**config.mk**
```make
export PLATFORM = sky130hd
export DESIGN_NAME = uart_tx_arbiter_flat
export DESIGN_NICKNAME = d
export VERILOG_FILES = /design/src/rtl/uart_tx_arbiter_if.sv /design/src/rtl/uart_tx_arbiter.sv /design/src/flat_wrapper.sv
export SDC_FILE = /design/constraint.sdc
export NUM_CORES = 1
export LEC_CHECK = 0
export CAP_MARGIN = 15
export CORE_MARGIN = 5
export CORE_UTILIZATION = 39
export CTS_CLUSTER_DIAMETER = 30
export CTS_CLUSTER_SIZE = 12
export DETAILED_ROUTE_END_ITERATION = 12
export PLACE_DENSITY = 0.88
export SYNTH_ARGS = -nofsm -noshare
export SYNTH_HDL_FRONTEND = slang
export SYNTH_SLANG_ARGS = --single-unit
```
**constraint.sdc**
```tcl
create_clock -name clk_i -period 2.2 [get_ports clk_i]
set_input_delay 0.66 -clock clk_i [delete_from_list [all_inputs] [get_ports clk_i]]
set_output_delay 0.66 -clock clk_i [all_outputs]
set_load 0.02 [all_outputs]
```
**src/rtl/uart_tx_arbiter_if.sv**
```systemverilog
// Handshake bundle between byte-stream requesters, the round-robin arbiter
// and the shared UART transmit path.
interface uart_tx_arbiter_if #(
  parameter int NUM_REQ    = 4,
  parameter int DATA_WIDTH = 8
);
  logic [NUM_REQ-1:0]            req_valid_i;
  logic [NUM_REQ*DATA_WIDTH-1:0] req_data_i;
  logic [NUM_REQ-1:0]            req_last_i;
  logic [NUM_REQ-1:0]            req_ready_o;
  logic [DATA_WIDTH-1:0]         tx_data_o;
  logic                          tx_valid_o;
  logic                          tx_ready_i;
  logic [NUM_REQ-1:0]            grant_o;
  logic                          busy_o;

  modport master (
    input  req_valid_i, req_data_i, req_last_i, tx_ready_i,
    output req_ready_o, tx_data_o, tx_valid_o, grant_o, busy_o
  );

  modport slave (
    output req_valid_i, req_data_i, req_last_i, tx_ready_i,
    input  req_ready_o, tx_data_o, tx_valid_o, grant_o, busy_o
  );
endinterface

```
**src/rtl/uart_tx_arbiter.sv**
```systemverilog
// Round-robin message arbiter: one requester owns the UART path from its first
// byte until its last byte is accepted, so messages never interleave.
module uart_tx_arbiter #(
  parameter int NUM_REQ    = 4,
  parameter int DATA_WIDTH = 8
) (
  input  logic              clk_i,
  input  logic              reset_i,
  uart_tx_arbiter_if.master bus
);

  localparam int IDX_W = $clog2(NUM_REQ);

  localparam logic [0:0] ST_IDLE   = 1'b0;
  localparam logic [0:0] ST_LOCKED = 1'b1;

  logic [0:0]            state_r;
  logic [IDX_W-1:0]      grant_idx_r;
  logic [IDX_W-1:0]      rr_ptr_r;
  logic [NUM_REQ-1:0]    grant_r;
  logic                  busy_r;
  logic [DATA_WIDTH-1:0] tx_data_r;
  logic                  tx_valid_r;

  logic                  found_s;
  logic [IDX_W-1:0]      pick_s;
  logic                  own_valid_s;
  logic                  own_last_s;
  logic [DATA_WIDTH-1:0] own_data_s;
  logic                  load_ok_s;
  logic                  accept_s;
  logic [NUM_REQ-1:0]    ready_s;

  // Index arithmetic modulo NUM_REQ; one extra bit absorbs the carry.
  function automatic logic [IDX_W-1:0] wrap_add(input logic [IDX_W-1:0] base,
                                                input logic [IDX_W-1:0] off);
    logic [IDX_W:0] sum;
    sum = {1'b0, base} + {1'b0, off};
    sum = (sum >= (IDX_W+1)'(NUM_REQ)) ? sum - (IDX_W+1)'(NUM_REQ) : sum;
    return sum[IDX_W-1:0];
  endfunction

  // Round-robin search from rr_ptr; scanning farthest-first lets the nearest valid index win.
  always_comb begin
    logic [IDX_W-1:0] cand;
    cand    = '0;
    found_s = 1'b0;
    pick_s  = '0;
    for (int k = NUM_REQ - 1; k >= 0; k--) begin
      cand    = wrap_add(rr_ptr_r, IDX_W'(k));
      pick_s  = bus.req_valid_i[cand] ? cand : pick_s;
      found_s = found_s | bus.req_valid_i[cand];
    end
  end

  // Select the current owner's byte stream.
  always_comb begin
    own_valid_s = 1'b0;
    own_last_s  = 1'b0;
    own_data_s  = '0;
    for (int k = 0; k < NUM_REQ; k++) begin
      own_valid_s = own_valid_s | ((grant_idx_r == IDX_W'(k)) & bus.req_valid_i[k]);
      own_last_s  = own_last_s  | ((grant_idx_r == IDX_W'(k)) & bus.req_last_i[k]);
      own_data_s  = own_data_s  | ((grant_idx_r == IDX_W'(k)) ?
                                   bus.req_data_i[k*DATA_WIDTH +: DATA_WIDTH] : '0);
    end
  end

  // A byte may load whenever the output register is empty or draining this cycle.
  always_comb begin
    load_ok_s = !tx_valid_r || bus.tx_ready_i;
    accept_s  = (state_r == ST_LOCKED) && own_valid_s && load_ok_s;
    ready_s   = '0;
    for (int k = 0; k < NUM_REQ; k++) begin
      ready_s[k] = (state_r == ST_LOCKED) && (grant_idx_r == IDX_W'(k)) && load_ok_s;
    end
  end

  // Arbitration FSM: lock on grant, release only when a last byte is accepted.
  always_ff @(posedge clk_i) begin
    if (reset_i) begin
      state_r     <= ST_IDLE;
      grant_idx_r <= '0;
      rr_ptr_r    <= '0;
      grant_r     <= '0;
      busy_r      <= 1'b0;
    end else begin
      case (state_r)
        ST_IDLE: begin
          if (found_s) begin
            state_r     <= ST_LOCKED;
            grant_idx_r <= pick_s;
            grant_r     <= {{(NUM_REQ-1){1'b0}}, 1'b1} << pick_s;
            busy_r      <= 1'b1;
          end else begin
            state_r <= ST_IDLE;
          end
        end
        ST_LOCKED: begin
          if (accept_s && own_last_s) begin
            state_r  <= ST_IDLE;
            rr_ptr_r <= wrap_add(grant_idx_r, IDX_W'(1));
            grant_r  <= '0;
            busy_r   <= 1'b0;
          end else begin
            state_r <= ST_LOCKED;
          end
        end
        default: begin
          state_r <= ST_IDLE;
          grant_r <= '0;
          busy_r  <= 1'b0;
        end
      endcase
    end
  end

  // Output byte register: load on accept, otherwise empty once drained.
  always_ff @(posedge clk_i) begin
    if (reset_i) begin
      tx_data_r  <= '0;
      tx_valid_r <= 1'b0;
    end else if (accept_s) begin
      tx_data_r  <= own_data_s;
      tx_valid_r <= 1'b1;
    end else if (bus.tx_ready_i) begin
      tx_valid_r <= 1'b0;
    end else begin
      tx_valid_r <= tx_valid_r;
    end
  end

  assign bus.req_ready_o = ready_s;
  assign bus.tx_data_o   = tx_data_r;
  assign bus.tx_valid_o  = tx_valid_r;
  assign bus.grant_o     = grant_r;
  assign bus.busy_o      = busy_r;

endmodule
```
**src/flat_wrapper.sv**
```systemverilog
// flat-port wrapper written by rule: the top's interface ports become plain ports
module uart_tx_arbiter_flat 
#(
  parameter int NUM_REQ    = 4,
  parameter int DATA_WIDTH = 8
)
  (clk_i, reset_i, bus_req_valid_i, bus_req_data_i, bus_req_last_i, bus_tx_ready_i, bus_req_ready_o, bus_tx_data_o, bus_tx_valid_o, bus_grant_o, bus_busy_o);
  uart_tx_arbiter_if #(.NUM_REQ(NUM_REQ), .DATA_WIDTH(DATA_WIDTH)) bus_i ();
  input  logic clk_i;
  input  logic reset_i;
  input wire logic [$bits(bus_i.req_valid_i)-1:0] bus_req_valid_i;
  input wire logic [$bits(bus_i.req_data_i)-1:0] bus_req_data_i;
  input wire logic [$bits(bus_i.req_last_i)-1:0] bus_req_last_i;
  input wire logic [$bits(bus_i.tx_ready_i)-1:0] bus_tx_ready_i;
  output wire logic [$bits(bus_i.req_ready_o)-1:0] bus_req_ready_o;
  output wire logic [$bits(bus_i.tx_data_o)-1:0] bus_tx_data_o;
  output wire logic [$bits(bus_i.tx_valid_o)-1:0] bus_tx_valid_o;
  output wire logic [$bits(bus_i.grant_o)-1:0] bus_grant_o;
  output wire logic [$bits(bus_i.busy_o)-1:0] bus_busy_o;
  assign bus_i.req_valid_i = bus_req_valid_i;
  assign bus_i.req_data_i = bus_req_data_i;
  assign bus_i.req_last_i = bus_req_last_i;
  assign bus_i.tx_ready_i = bus_tx_ready_i;
  assign bus_req_ready_o = bus_i.req_ready_o;
  assign bus_tx_data_o = bus_i.tx_data_o;
  assign bus_tx_valid_o = bus_i.tx_valid_o;
  assign bus_grant_o = bus_i.grant_o;
  assign bus_busy_o = bus_i.busy_o;
  uart_tx_arbiter #(.NUM_REQ(NUM_REQ), .DATA_WIDTH(DATA_WIDTH)) u_core (.clk_i(clk_i), .reset_i(reset_i), .bus(bus_i));
endmodule
```
### Word level (Yosys, flattened, before mapping)

Cells that the tools add are included.

* register bits after elaboration: 19
* input port bits: 43
* output and inout bits: 18
* word-level logic and storage cells: 102

* $add $sub $neg: 9
* $lt $le $gt $ge: 9
* eq/ne operators: 5
* shift-type cells: 1
* muxes and demuxes: 32
* bitwise gates (word level): 21
* reduce and logical (&&, ||, !) cells: 18

Operators with widths (count)
* 8-bit two-way mux: 4
* 8-bit bitwise OR: 3
* 2-bit two-way mux: 9
* 3-bit greater-or-equal comparator (second input constant): 4
* 2-bit by 3-bit < comparator with 1-bit output (second input constant): 4
* 1-bit logical AND: 11
* 1-bit two-way mux: 10
* 2-bit by 1-bit subtractor with 2-bit output (second input constant): 5
* 1-bit bitwise OR: 9
* 1-bit AND: 8
* 1-bit binary-select mux with 2-bit select: 4
* 4-bit two-way mux: 2
* 4-bit case mux with 2 select lines: 1
* 2-bit by 1-bit adder with 3-bit output (second input constant): 2
* 2-bit by 2-bit adder with 3-bit output (second input constant): 2
* 2-bit AND reduction: 3
* 2-bit equality test (second input constant): 2
* 1-bit case mux with 2 select lines: 2
* 1-bit by 2-bit << shifter with 4-bit output (first input constant): 1
* 2-bit by 3-bit greater-or-equal comparator with 1-bit output (second input constant): 1
* 2-bit by 1-bit equality test with 1-bit output (second input constant): 1
* 2-bit logical NOT: 1
* 2-bit by 1-bit != test with 1-bit output (second input constant): 1
* 2-bit != test (second input constant): 1
* other kinds (4): 4

### Longest topological paths before layout

Gate-level depths: netlist of run 1.

* depth in word-level cells: 12
* gate-level depth with buffers: 7

### Least setup slack after synthesis of run 1

Ideal clock, no wire load.

* path kind: input -> output
* start: in bus_tx_ready_i
* end: out bus_req_ready_o[0]
* arrival time: 1.248 ns
* setup slack: 0.292 ns
* cell stages on the path: 2
* cells stage by stage: or2b_2 -> and3_1

* cells in the longest elaborated chain, start to end: 2

Ends and longest elaborated chain
* start: declaration: line flat_wrapper.sv:14 `input wire logic [$bits(bus_i.tx_ready_i)-1:0] bus_tx_ready_i;`
* 1-bit logical OR: line uart_tx_arbiter.sv:71 `load_ok_s = !tx_valid_r || bus.tx_ready_i;`
* 1-bit logical AND: line uart_tx_arbiter.sv:75 `ready_s[k] = (state_r == ST_LOCKED) && (grant_idx_r == IDX_W'(k)) && load_ok_s;`
* end: declaration: line flat_wrapper.sv:15 `output wire logic [$bits(bus_i.req_ready_o)-1:0] bus_req_ready_o;`

No other way between the ends.

### Worst setup path after layout of run 1

* start: in bus_tx_ready_i
* end: out bus_req_ready_o[1]

The elaborated chain is that of the path after synthesis.

==> impl_summary.txt, run 1 <==
----------------------------------------------------
[Outcome]
  Result of the run ... completed

[STA]
  Setup-violating endpoint count in the final report ... 0
  RSZ-0062 raised after global routing ... no
  Post-route minimum period ... 2120 ps
  Smallest setup slack after layout ... ~77 ps
  Slew of the pin with the lowest slew margin ... around 520 ps
  Total count of hold-check failures in the final report ... 0
  Max-slew violation count ... 0
  Final Skew ... between 0.4 and 0.5 ps
  Fmax ... around 0.47 GHz
  Final period util ... 0.965
  Normalized max-slew margin ... 0.649

[Clock network]
  Clock sink count ... 19
  CTS tree ... built
  Clock slew seen by the registers of the worst setup and hold paths ... approximately 110 ps
  Root buffer cell ... sky130_fd_sc_hd__clkbuf_4
  CTS max path bufs ... 2
  H-Tree Level Count ... 1
  Worst-skew pair later-pin latency ... 310 ps
  TritonCTS buffer count ... 3

[Routing]
  Total detailed-routing wirelength ... ~3800 um
  Average wire length per cell after detail routing ... between 15 and 20 um
  Number of nets with antenna violations after routing ... 0
  DRT iter0 DRCs ... between 90 and 100
  Residual DRC ... 0
  First drt pass iteration count ... 4
  Drt via density ... about 5.7
  Vias after detailed routing ... ~1300

[Placement]
  PortBufs ... 60
  Post-Place Cells ... approximately 220
  Placement-stage worst setup slack ... -563 ps
  DP Wirelength ... around 3000 um
  Gpl congestion ... 0.877

[Critical path]
  Cell-by-cell trace of the critical path ... dlygate4sd2_1, or2b_4, and3_4, buf_6
  Slowest Stage Delay on Critical Path ... approximately 270 ps
  Data required time of the worst path ... approximately 1500 ps
  Depth of the most critical reg-to-reg path ... 8
  Startpoint Class ... primary input
  Kind of end point of the critical path ... output pin
  Category of the most critical setup path ... in2out
  Arrival time of data at the critical path endpoint ... 1460 ps
  Slowest cell on the critical path ... sky130_fd_sc_hd__or2b_4
  Critical path peak fanout ... 5

[Global route]
  Total Routing Usage GR ... 0.187
  Number of antenna violations at the first check in global routing ... 0
  Via count of the first global-routing pass ... roughly 1300
  Global-route congestion overflow total ... 0
  Wire length of the first global-routing pass ... a little over 6000 um
  Maximum number of pins on one net before global-route repair ... 15

[Synthesis]
  Area of the mapped netlist ... 1150 um2
  Distinct cell type count of the synthesized netlist ... 38
  Per-instance average area after synthesis ... ~9.0 um2
  Syn Nets ... ~170
  Share of flip-flops with an asynchronous set or reset after synthesis ... 0
  Top cell type's share of synthesized area ... 0.332
  Gate count of the mapped netlist ... about 130
  Main area contributors after synthesis ... sky130_fd_sc_hd__dfxtp_1, sky130_fd_sc_hd__a22oi_1, sky130_fd_sc_hd__a21oi_1
  Number of flops mapped to enable cells by yosys ... 0
  Number of warnings issued by yosys ... 0
  Sequential element share of the synthesized area ... 0.332
  Prevailing post-synth register cell ... sky130_fd_sc_hd__dfxtp_1
  Post-synthesis cell type with the largest combined area ... sky130_fd_sc_hd__dfxtp_1
  Flops & latches, synth ... 19

[Layout]
  Total number of nets in the final design ... ~250
  Final cell count without fillers ... 228
  Util after Layout ... 0.673
  Area overhead of the layout relative to synthesis ... 63.3%
  Layout filler cell count ... around 220
  Number of antenna diodes ... 0
  Fraction of final layout cells with drive strength greater than 1 ... 0.208

[Floorplanning]
  Floorplan die area ... roughly 4100 um2
  Y dimension of the die ... about 64 um
  Overall die width ... approximately 64 um
  Floorplan core area ... ~2800 um2
  Rows ... 19
  Top-level port count ... 61
  Initial cell density of the core ... 0.412

[Worst hold path]
  Type of the tightest min-delay check ... reg2reg
  Worst hold path stage count ... 2

[Power and ir drop]
  Power density over the cells ... 559 nW/um2
  Static leakage power ... slightly above 0.0007 uW
  Max VDD drop ... 456 uV

[Flow run]
  Number of maximum-capacitance violations ... 0

----------------------------------------------------
[per-stage QoR]
stage | area (um2) | hold WS (ps) | power, uW | setup TNS (ps)
detailed placement | 1820 | 455 | 852 | -2990
global placement | 1820 | 445 | 836 | -2520
floorplan | 1150 | 469 | 645 | 0
global route | 1870 | 488 | 1110 | 0
finish | 1870 | 464 | 1050 | 0
CTS | 1870 | 468 | 1050 | 0
[path summary, 6_finish.rpt]
check | start | endpoint | slack [ps]
worst max-delay path | bus_tx_ready_i | bus_req_ready_o[1] | 80
worst min-delay path | u_core.bus.tx_data_o[0] | u_core.bus.tx_data_o[0] | 460
worst max register to register | u_core.grant_idx_r[0] | u_core.bus.tx_data_o[1] | 260
worst min register to register | u_core.bus.tx_data_o[0] | u_core.bus.tx_data_o[0] | 460
[Yosys cell counts (3+ instances only)]
| library cell | count |
|---|---|
| sky130_fd_sc_hd__and3_1 | 4 |
| sky130_fd_sc_hd__ha_1 | 4 |
| sky130_fd_sc_hd__clkbuf_8 | 3 |
| sky130_fd_sc_hd__nor2_1 | 3 |
| sky130_fd_sc_hd__dfxtp_1 | 19 |
| sky130_fd_sc_hd__a21o_1 | 3 |
| sky130_fd_sc_hd__nand3_1 | 4 |
| sky130_fd_sc_hd__o21ai_0 | 4 |
| sky130_fd_sc_hd__nand2_1 | 14 |
| sky130_fd_sc_hd__a21o_2 | 6 |
| sky130_fd_sc_hd__inv_1 | 3 |
| sky130_fd_sc_hd__a21oi_1 | 12 |
| sky130_fd_sc_hd__o32ai_1 | 3 |
| sky130_fd_sc_hd__a22oi_1 | 18 |
[state kept, by name (all words and copies together), names as in the netlist]
name,count
u_core.bus.tx_data_o,8
u_core.bus.grant_o,4
u_core.grant_idx_r,2
u_core.rr_ptr_r,2
u_core.bus.busy_o,1
u_core.bus.tx_valid_o,1
u_core.state_r,1
[area by class of cell]
class / instances / area, um2 / area share
clock buffers: 3 / 22.5 / 0.0120
repair buffers: 73 / 702 / 0.375
clock inverters: 1 / 5.00 / 0.00267
inverters: 4 / 15.0 / 0.00802
multi-input cells: 97 / 708 / 0.378
flip-flops and latches: 19 / 380 / 0.203
well taps: 31 / 38.8 / 0.0207
[placed cells by master, fill, tap and decap left out, types with 2 or more instances in the layout]
cell type / Yosys / routed
sky130_fd_sc_hd__clkbuf_4: 0 / 3
sky130_fd_sc_hd__nor2_1: 3 / 3
sky130_fd_sc_hd__a21o_1: 3 / 3
sky130_fd_sc_hd__inv_1: 3 / 3
sky130_fd_sc_hd__a21o_2: 6 / 6
sky130_fd_sc_hd__nand3_1: 4 / 4
sky130_fd_sc_hd__and3_4: 0 / 4
sky130_fd_sc_hd__a21oi_1: 12 / 12
sky130_fd_sc_hd__buf_6: 1 / 4
sky130_fd_sc_hd__nand2_1: 14 / 14
sky130_fd_sc_hd__clkdlybuf4s50_1: 0 / 55
sky130_fd_sc_hd__nor2b_1: 2 / 2
sky130_fd_sc_hd__nand2b_1: 2 / 2
sky130_fd_sc_hd__dfxtp_1: 19 / 19
sky130_fd_sc_hd__buf_4: 0 / 13
sky130_fd_sc_hd__a22oi_1: 18 / 18
sky130_fd_sc_hd__o32ai_1: 3 / 3
sky130_fd_sc_hd__o21ai_0: 4 / 4
sky130_fd_sc_hd__ha_1: 4 / 4
[power breakdown]
part	switching (uW)	internal, uW	leakage, uW
registers	27.6	382	0.000155
logic	210	240	0.000532
clock network	120	68.1	0.0000177
total	357	690	0.000705
[critical path, delay by kind of cell]
family,cells,cell delay [ps]
buffers and inverters,2,350
and+or+nand+nor,2,450
[repair_timing]
action                     in CTS  in global routing
buffers inserted                0                  0
setup endpoints to repair       4                  2
hold buffers                    0                  0
resized for setup              30                  1
pin swaps                       3                  0
[per-layer routing]
layer / part of all wire / GRT usage / routed length, um / vias to the layer above
li1: - / - / - / 616
met1: 0.39 / 0.239 / 1500 / 628
met2: 0.54 / 0.315 / 2040 / 52
met3: 0.052 / 0.0263 / 196 / 10
met4: 0.019 / 0.0738 / 72 / 0
met5: 0 / 0 / 0 / -
[kinds of logic (layout without fill, tap and decap cells)]
logic type      Yosys count  in the layout  synth area share
compound gates           55             55             0.370
mux                       2              2            0.0218
buf+inv                  11             81            0.0699
simple gates             36             36             0.163
fa+ha+maj                 4              4            0.0437
flops                    19             19             0.332
Power figures use the tool's default switching activity.
==> run 2, diff against run 1 <==
--- a/config.mk
+++ b/config.mk
@@ -6,11 +6,13 @@
 export NUM_CORES = 1
 export LEC_CHECK = 0
 export CAP_MARGIN = 15
+export CORE_ASPECT_RATIO = 1.4
 export CORE_MARGIN = 5
 export CORE_UTILIZATION = 39
 export CTS_CLUSTER_DIAMETER = 30
 export CTS_CLUSTER_SIZE = 12
 export DETAILED_ROUTE_END_ITERATION = 12
+export MAX_ROUTING_LAYER = met4
 export PLACE_DENSITY = 0.88
 export SYNTH_ARGS = -nofsm -noshare
 export SYNTH_HDL_FRONTEND = slang
==> run 2 against run 1 <==
Sequential share of layout area is 0.18 points higher; maximum frequency is 2.5% lower; wire length decreased by 0.89%; design area fell by 0.87%; register-to-register slack got worse by 20 ps; via count is 2.5% lower; count of clock-buffer cells in the layout unchanged; hold slack worse by 9.8 ps; die area grew 0.37%; clock skew up 3.0 ps; total power is 2.4% higher; clock power grew 23%; critical path type unchanged; largest cell class unchanged.
==> impl_summary.txt, run 2 (synthesis gave the netlist of run 1 again) <==
----------------------------------------------------
[Clock network]
  TritonCTS buffer count ... 3 (unchanged)
  CTS tree ... built
  H-Tree Level Count ... 1 (unchanged)
  CTS max path bufs ... 2 (unchanged)
  Clock slew seen by the registers of the worst setup and hold paths ... 70 ps (-40 ps)
  Worst-skew pair later-pin latency ... 250 ps (-60 ps)
  Root buffer cell ... sky130_fd_sc_hd__clkbuf_8
  # hold bufs at CTS ... 0 (unchanged)
  Clock sink count ... 19 (unchanged)

[Critical path]
  Slowest Stage Delay on Critical Path ... 270 ps (about the same)
  Category of the most critical setup path ... in2out
  Data required time of the worst path ... 1540 ps (about the same)
  Slowest cell on the critical path ... sky130_fd_sc_hd__or2b_4
  Cell-by-cell trace of the critical path ... dlygate4sd2_1, or2b_4, and3_1, buf_4
  Kind of end point of the critical path ... output pin
  Critical path peak fanout ... 5 (unchanged)
  Startpoint Class ... primary input
  Arrival time of data at the critical path endpoint ... 1520 ps (+60 ps)
  Reg2Reg Setup Slack ... 240 ps (-20 ps)

[Layout]
  Post-route cell area ... 1860 um2 (-0.87%)
  Layout filler cell count ... 233 (+6.9%)
  Most common cell after layout, fill and taps aside ... sky130_fd_sc_hd__clkdlybuf4s50_1
  Util after Layout ... 0.651 (-0.0217)
  Flip-flop count of the largest register after layout ... 8 (unchanged)
  Fraction of final layout cells with drive strength greater than 1 ... 0.188 (-0.0203)
  Top library cells by usage in the layout, fill and taps aside ... sky130_fd_sc_hd__clkdlybuf4s50_1, sky130_fd_sc_hd__dfxtp_1, sky130_fd_sc_hd__a22oi_1
  Total number of nets in the final design ... 245 (unchanged)
  Number of antenna diodes ... 0 (unchanged)
  Area overhead of the layout relative to synthesis ... 61.9%

[Floorplanning]
  Floorplan core area ... 2850 um2 (+2.4%)
  Initial cell density of the core ... 0.402 (-0.00977)
  Floorplan die area ... 4140 um2 (+0.37%)
  Top-level port count ... 61 (unchanged)
  Overall die width ... 55.8 um (-13%)
  Rows ... 23 (+4)
  Y dimension of the die ... 74.1 um (+15%)

[Routing]
  Average wire length per cell after detail routing ... 16.1 um (-3.4%)
  Vias after detailed routing ... 1273 (-2.5%)
  First drt pass iteration count ... 4 (unchanged)
  Residual DRC ... 0 (unchanged)
  Total detailed-routing wirelength ... 3770 um (-0.89%)
  DRT iter0 DRCs ... 51 (-46%)
  Number of nets with antenna violations after routing ... 0 (unchanged)
  Drt via density ... 5.44 (-5.0%)

[STA]
  Slew of the pin with the lowest slew margin ... 488 ps (-29.5 ps)
  Max-slew violation count ... 0 (unchanged)
  Setup-violating endpoint count in the final report ... 0 (unchanged)
  Smallest setup slack after layout ... 23.2 ps (-53.4 ps)
  Post-route minimum period ... 2180 ps (+53.4 ps)
  Final period util ... 0.989 (+0.0243)
  Final worst hold slack ... 455 ps (-9.76 ps)
  Fmax ... 0.459 GHz (-2.5%)
  Normalized max-slew margin ... 0.669 (+0.0200)
  Final Skew ... 3.42 ps (+2.98 ps)
  RSZ-0062 raised after global routing ... no
  Total count of hold-check failures in the final report ... 0 (unchanged)

[Global route]
  Via count of the first global-routing pass ... 1344 (+3.0%)
  Met1 track demand over resource in global routing ... 0.214 (-0.0249)
  Global route hottest layer ... met2
  Maximum number of pins on one net before global-route repair ... 17 (+2)
  Global-route met2 utilization ... 0.339 (+0.0241)
  Global-route met3 utilization ... 0.0608 (+0.0345)
  Global-route congestion overflow total ... 0 (unchanged)
  Total Routing Usage GR ... 0.196 (+0.00941)
  Number of antenna violations at the first check in global routing ... 0 (unchanged)
  Wire length of the first global-routing pass ... 6360 um (+2.3%)

[Worst hold path]
  Type of the tightest min-delay check ... reg2reg

[Placement]
  DP Wirelength ... 3050 um (+0.94%)
  PortBufs ... 60 (unchanged)
  Gpl congestion ... 0.908 (+3.6%)
  Placement-stage worst setup slack ... -609 ps (-46.3 ps)
  DP Area ... 1830 um2 (+0.41%)

[Power and ir drop]
  Clock share of power ... 0.216 (+0.037)
  Sequential Power Share ... 0.381 (-0.010)
  Net switching fraction of the power ... 0.313 (-0.0278)
  Static leakage power ... 0.000717 uW (+1.7%)
  Max VDD drop ... 408 uV (-10%)
  Power density over the cells ... 578 nW/um2 (+3.3%)
  Internal cell power ... 736 uW (+6.7%)
  Fraction of power consumed by combinational cells ... 0.403 (-0.027)
  Net load switching power ... 336 uW (-6.0%)

[Flow run]
  Number of maximum-capacitance violations ... 0 (unchanged)

[Outcome]
  Result of the run ... completed

----------------------------------------------------
-- run 2: changes by cell type in the layout (fill, tap and decap cells not counted) --
cell,change
sky130_fd_sc_hd__clkbuf_4,-3
sky130_fd_sc_hd__clkbuf_8,+3
sky130_fd_sc_hd__buf_4,+1
sky130_fd_sc_hd__buf_6,-4
sky130_fd_sc_hd__and3_4,-4
sky130_fd_sc_hd__buf_2,+3
sky130_fd_sc_hd__and3_1,+4
-- run 2: worst paths after layout --
check,from,endpoint,cells past startpoint
setup reg to reg,u_core.grant_idx_r[0],u_core.bus.tx_data_o[5],8
hold / removal,u_core.bus.tx_data_o[6],u_core.bus.tx_data_o[6],2
hold reg to reg,u_core.bus.tx_data_o[6],u_core.bus.tx_data_o[6],2
setup / recovery,bus_tx_ready_i,bus_req_ready_o[0],4
-- run 2: power by group through the flow --
stage                     Clock [uW]  Combinational, uW  Sequential (uW)
after floorplan                    0                201              444
after global placement             0                422              412
after detailed placement           0                432              415
after CTS                        238                432              408
after global routing             257                466              413
final                            232                432              408
-- run 2: metrics by stage --
| step | instances | setup TNS, ps | power [uW] |
|---|---|---|---|
| after floorplan | 127 | 0 | 645 |
| after detailed placement | 230 | -3030 | 848 |
| after global placement | 230 | -2320 | 834 |
| after CTS | 234 | 0 | 1080 |
| after global routing | 234 | 0 | 1140 |
| final | 234 | 0 | 1070 |
-- run 2: what timing repair did --
item / in CTS / in global routing
setup buffers: 0 / 0
resized for setup: 19 / 1
setup endpoints to repair: 4 / 2
-- run 2: area by class of cell --
class | instances | area, um2 | share of cell area
multi-input combinational | 97 | 688 | 0.371
clock buffer | 3 | 41.3 | 0.0223
clock inverter | 1 | 5.00 | 0.00270
sequential | 19 | 380 | 0.205
inverter | 4 | 15.0 | 0.00809
timing repair buffer | 73 | 679 | 0.366
tap | 37 | 46.3 | 0.0249
-- run 2: critical path: cells and delay by family --
kind,cells,cell delay (ps)
AND/OR/NAND/NOR,2,460
buffers and inverters,2,400
-- run 2: routing by layer --
metal / vias to the layer above / share of wire
li1: 616 / -
met1: 583 / 0.42
met2: 64 / 0.47
met3: 10 / 0.085
met4: 0 / 0.020
met5: - / 0
==> run 3, diff against run 2 <==
--- a/config.mk
+++ b/config.mk
@@ -8,12 +8,12 @@
 export CAP_MARGIN = 15
 export CORE_ASPECT_RATIO = 1.4
 export CORE_MARGIN = 5
-export CORE_UTILIZATION = 39
+export CORE_UTILIZATION = 42
 export CTS_CLUSTER_DIAMETER = 30
 export CTS_CLUSTER_SIZE = 12
 export DETAILED_ROUTE_END_ITERATION = 12
 export MAX_ROUTING_LAYER = met4
-export PLACE_DENSITY = 0.88
+export PLACE_DENSITY = 0.93
 export SYNTH_ARGS = -nofsm -noshare
 export SYNTH_HDL_FRONTEND = slang
 export SYNTH_SLANG_ARGS = --single-unit
==> constraint.sdc (replaced) <==
create_clock -name clk_i -period 2.75 [get_ports clk_i]
set_input_delay 0.825 -clock clk_i [delete_from_list [all_inputs] [get_ports clk_i]]
set_output_delay 0.825 -clock clk_i [all_outputs]
set_load 0.02 [all_outputs]
==> run 3 against run 2 <==
Largest cell class unchanged; combinational power fell by 24%; clock skew rose by 6.9 ps; clock power fell by 40%; critical endpoint is now bus_req_ready_o[2]; total power fell by 25%.
==> impl_summary.txt, run 3 (synthesis gave the netlist of run 1 again) <==
----------------------------------------------------
[Outcome]
  Result of the run ... completed

[Layout]
  Top library cells by usage in the layout, fill and taps aside ... sky130_fd_sc_hd__clkdlybuf4s50_1, sky130_fd_sc_hd__dfxtp_1, sky130_fd_sc_hd__a22oi_1
  Flip-flop count of the largest register after layout ... 8 (unchanged)
  Most common cell after layout, fill and taps aside ... sky130_fd_sc_hd__clkdlybuf4s50_1
  Final cell count without fillers ... 228 (-2.6%)
  Area overhead of the layout relative to synthesis ... 56.4%
  Total number of nets in the final design ... 240 (-2.0%)
  Fraction of final layout cells with drive strength greater than 1 ... 0.161 (-0.0264)
  Layout filler cell count ... 195 (-16%)
  Number of antenna diodes ... 0 (unchanged)

[STA]
  Setup total negative slack ... 0 ps (unchanged)
  Slew of the pin with the lowest slew margin ... 441 ps (-47.8 ps)
  Max-slew violation count ... 0 (unchanged)
  Fmax ... between 0.3 and 0.4 GHz
  Final period util ... 0.991
  Normalized max-slew margin ... 0.703 (+0.0343)
  Setup-violating endpoint count in the final report ... 0 (unchanged)
  Total count of hold-check failures in the final report ... 0 (unchanged)
  Post-route minimum period ... approximately 2700 ps
  Smallest setup slack after layout ... 25.7 ps (+2.55 ps)
  Final Skew ... 10.3 ps (+6.89 ps)
  RSZ-0062 raised after global routing ... no

[Routing]
  First drt pass iteration count ... 4 (unchanged)
  Vias after detailed routing ... 1267 (-0.47%)
  Number of nets with antenna violations after routing ... 0 (unchanged)
  DRT iter0 DRCs ... 46 (-9.8%)
  Average wire length per cell after detail routing ... 16.9 um (+5.2%)
  Total detailed-routing wirelength ... 3860 um (+2.5%)
  Residual DRC ... 0 (unchanged)
  Drt via density ... 5.56 (+2.1%)

[Critical path]
  Data required time of the worst path ... 1930 ps (+390 ps)
  Category of the most critical setup path ... in2out
  Arrival time of data at the critical path endpoint ... 1900 ps (+380 ps)
  Startpoint Class ... primary input
  Critical path capture point ... bus_req_ready_o[2]
  Depth of the most critical reg-to-reg path ... 8 (unchanged)
  Slowest Stage Delay on Critical Path ... 390 ps (+120 ps)
  Worst reg2reg endpoint ... u_core.bus.tx_data_o[5]
  Critical path startpoint ... bus_tx_ready_i
  Reg2Reg Setup Slack ... 820 ps (+580 ps)
  Critical path peak fanout ... 5 (unchanged)
  Slowest cell on the critical path ... sky130_fd_sc_hd__clkdlybuf4s50_1
  Cell-by-cell trace of the critical path ... clkdlybuf4s50_1, or2b_2, and3_1, buf_2
  Launching point of the worst reg2reg path ... u_core.grant_idx_r[0]
  Kind of end point of the critical path ... output pin

[Power and ir drop]
  Power density over the cells ... 445 nW/um2 (-23%)
  Max VDD drop ... 343 uV (-16%)
  Static leakage power ... 0.000676 uW (-5.7%)

[Placement]
  Placement-stage worst setup slack ... -352 ps (+256 ps)
  Post-Place Cells ... 224 (-2.6%)
  DP Wirelength ... 3090 um (+1.4%)
  Gpl congestion ... 0.861 (-5.2%)
  PortBufs ... 60 (unchanged)

[Clock network]
  CTS tree ... built
  Clock slew seen by the registers of the worst setup and hold paths ... 90 ps (+20 ps)
  # hold bufs at CTS ... 0 (unchanged)
  Post-CTS Resized ... 16 (-3)
  Root buffer cell ... sky130_fd_sc_hd__clkbuf_4
  H-Tree Level Count ... 1 (unchanged)
  CTS max path bufs ... 2 (unchanged)
  Clock sink count ... 19 (unchanged)
  Worst-skew pair later-pin latency ... 300 ps (+50 ps)
  Post-CTS repair timing setup buffer count ... 0 (unchanged)
  TritonCTS buffer count ... 3 (unchanged)

[Global route]
  Total Routing Usage GR ... 0.201 (+0.00485)
  Maximum number of pins on one net before global-route repair ... 17 (unchanged)
  Via count of the first global-routing pass ... 1260 (-6.3%)
  Wire length of the first global-routing pass ... 5750 um (-9.5%)
  Number of antenna violations at the first check in global routing ... 0 (unchanged)
  Global-route congestion overflow total ... 0 (unchanged)

[Floorplanning]
  Floorplan core area ... 2620 um2 (-8.2%)
  Initial cell density of the core ... 0.438 (+0.0360)
  Floorplan die area ... 3890 um2 (-6.0%)
  Y dimension of the die ... 71.8 um (-3.1%)
  Top-level port count ... 61 (unchanged)
  Overall die width ... 54.2 um (-3.0%)
  Rows ... 22 (-4.3%)

[Worst hold path]
  Type of the tightest min-delay check ... reg2reg
  Worst hold path startpoint ... u_core.bus.tx_data_o[7]

[Flow run]
  Number of maximum-capacitance violations ... 0 (unchanged)

----------------------------------------------------
==> run 3: changes by cell type in the layout (fill, tap and decap cells not counted) <==
cell,before,now
sky130_fd_sc_hd__dlygate4sd2_1,1,0
sky130_fd_sc_hd__clkbuf_4,0,3
sky130_fd_sc_hd__o311ai_0,0,1
sky130_fd_sc_hd__clkbuf_8,3,0
sky130_fd_sc_hd__o311ai_1,1,0
sky130_fd_sc_hd__clkinv_2,1,0
sky130_fd_sc_hd__buf_2,3,4
sky130_fd_sc_hd__clkdlybuf4s50_1,55,56
sky130_fd_sc_hd__clkbuf_1,0,1
sky130_fd_sc_hd__or2b_2,0,1
sky130_fd_sc_hd__buf_4,14,8
sky130_fd_sc_hd__or2b_4,1,0
==> run 3: worst min path at each step <==
stage | to | slack [ps] | cells after the start
6_report | u_core.bus.tx_data_o[7] | 460 | 2
5_1_grt | u_core.bus.tx_data_o[4] | 490 | 2
4_1_cts | u_core.bus.tx_data_o[0] | 470 | 2
3_5_place_dp | u_core.bus.tx_data_o[0] | 450 | 2
3_3_place_gp | u_core.bus.tx_data_o[6] | 440 | 2
2_1_floorplan | u_core.grant_idx_r[1] | 470 | 2
==> run 3: cell type report <==
class                   instances  area (um2)  area share
repair buffers                 68         641       0.357
multi-input cells              97         686       0.382
inverters                       4        15.0     0.00837
well taps                      36        45.0      0.0251
flip-flops and latches         19         380       0.212
clock buffers                   4        26.3      0.0147
==> run 3: through the flow <==
stage / hold WS (ps) / instance area (um2) / util / power [uW]
after CTS: 465 / 1790 / 0.686 / 799
after global placement: 444 / 1790 / 0.683 / 656
final: 463 / 1790 / 0.686 / 798
after global routing: 494 / 1790 / 0.686 / 844
after floorplan: 469 / 1150 / - / 516
after detailed placement: 451 / 1790 / 0.683 / 669
==> run 3: layer usage <==
| layer | wire [um] | global-route usage |
|---|---|---|
| met5 | 0 | - |
| met4 | 63 | 0.0748 |
| met3 | 520 | 0.0457 |
| met2 | 1860 | 0.346 |
| met1 | 1420 | 0.216 |
==> run 3: where the power goes <==
part	switching [uW]	total [uW]	internal (uW)
clock	82.3	139	56.4
sequential	25.8	331	305
combinational	156	329	172
==> run 3: worst max-delay path, delay by kind of cell <==
family / cells / cell delay (ps)
buffers and inverters: 2 / 550
AND/OR/NAND/NOR: 2 / 530
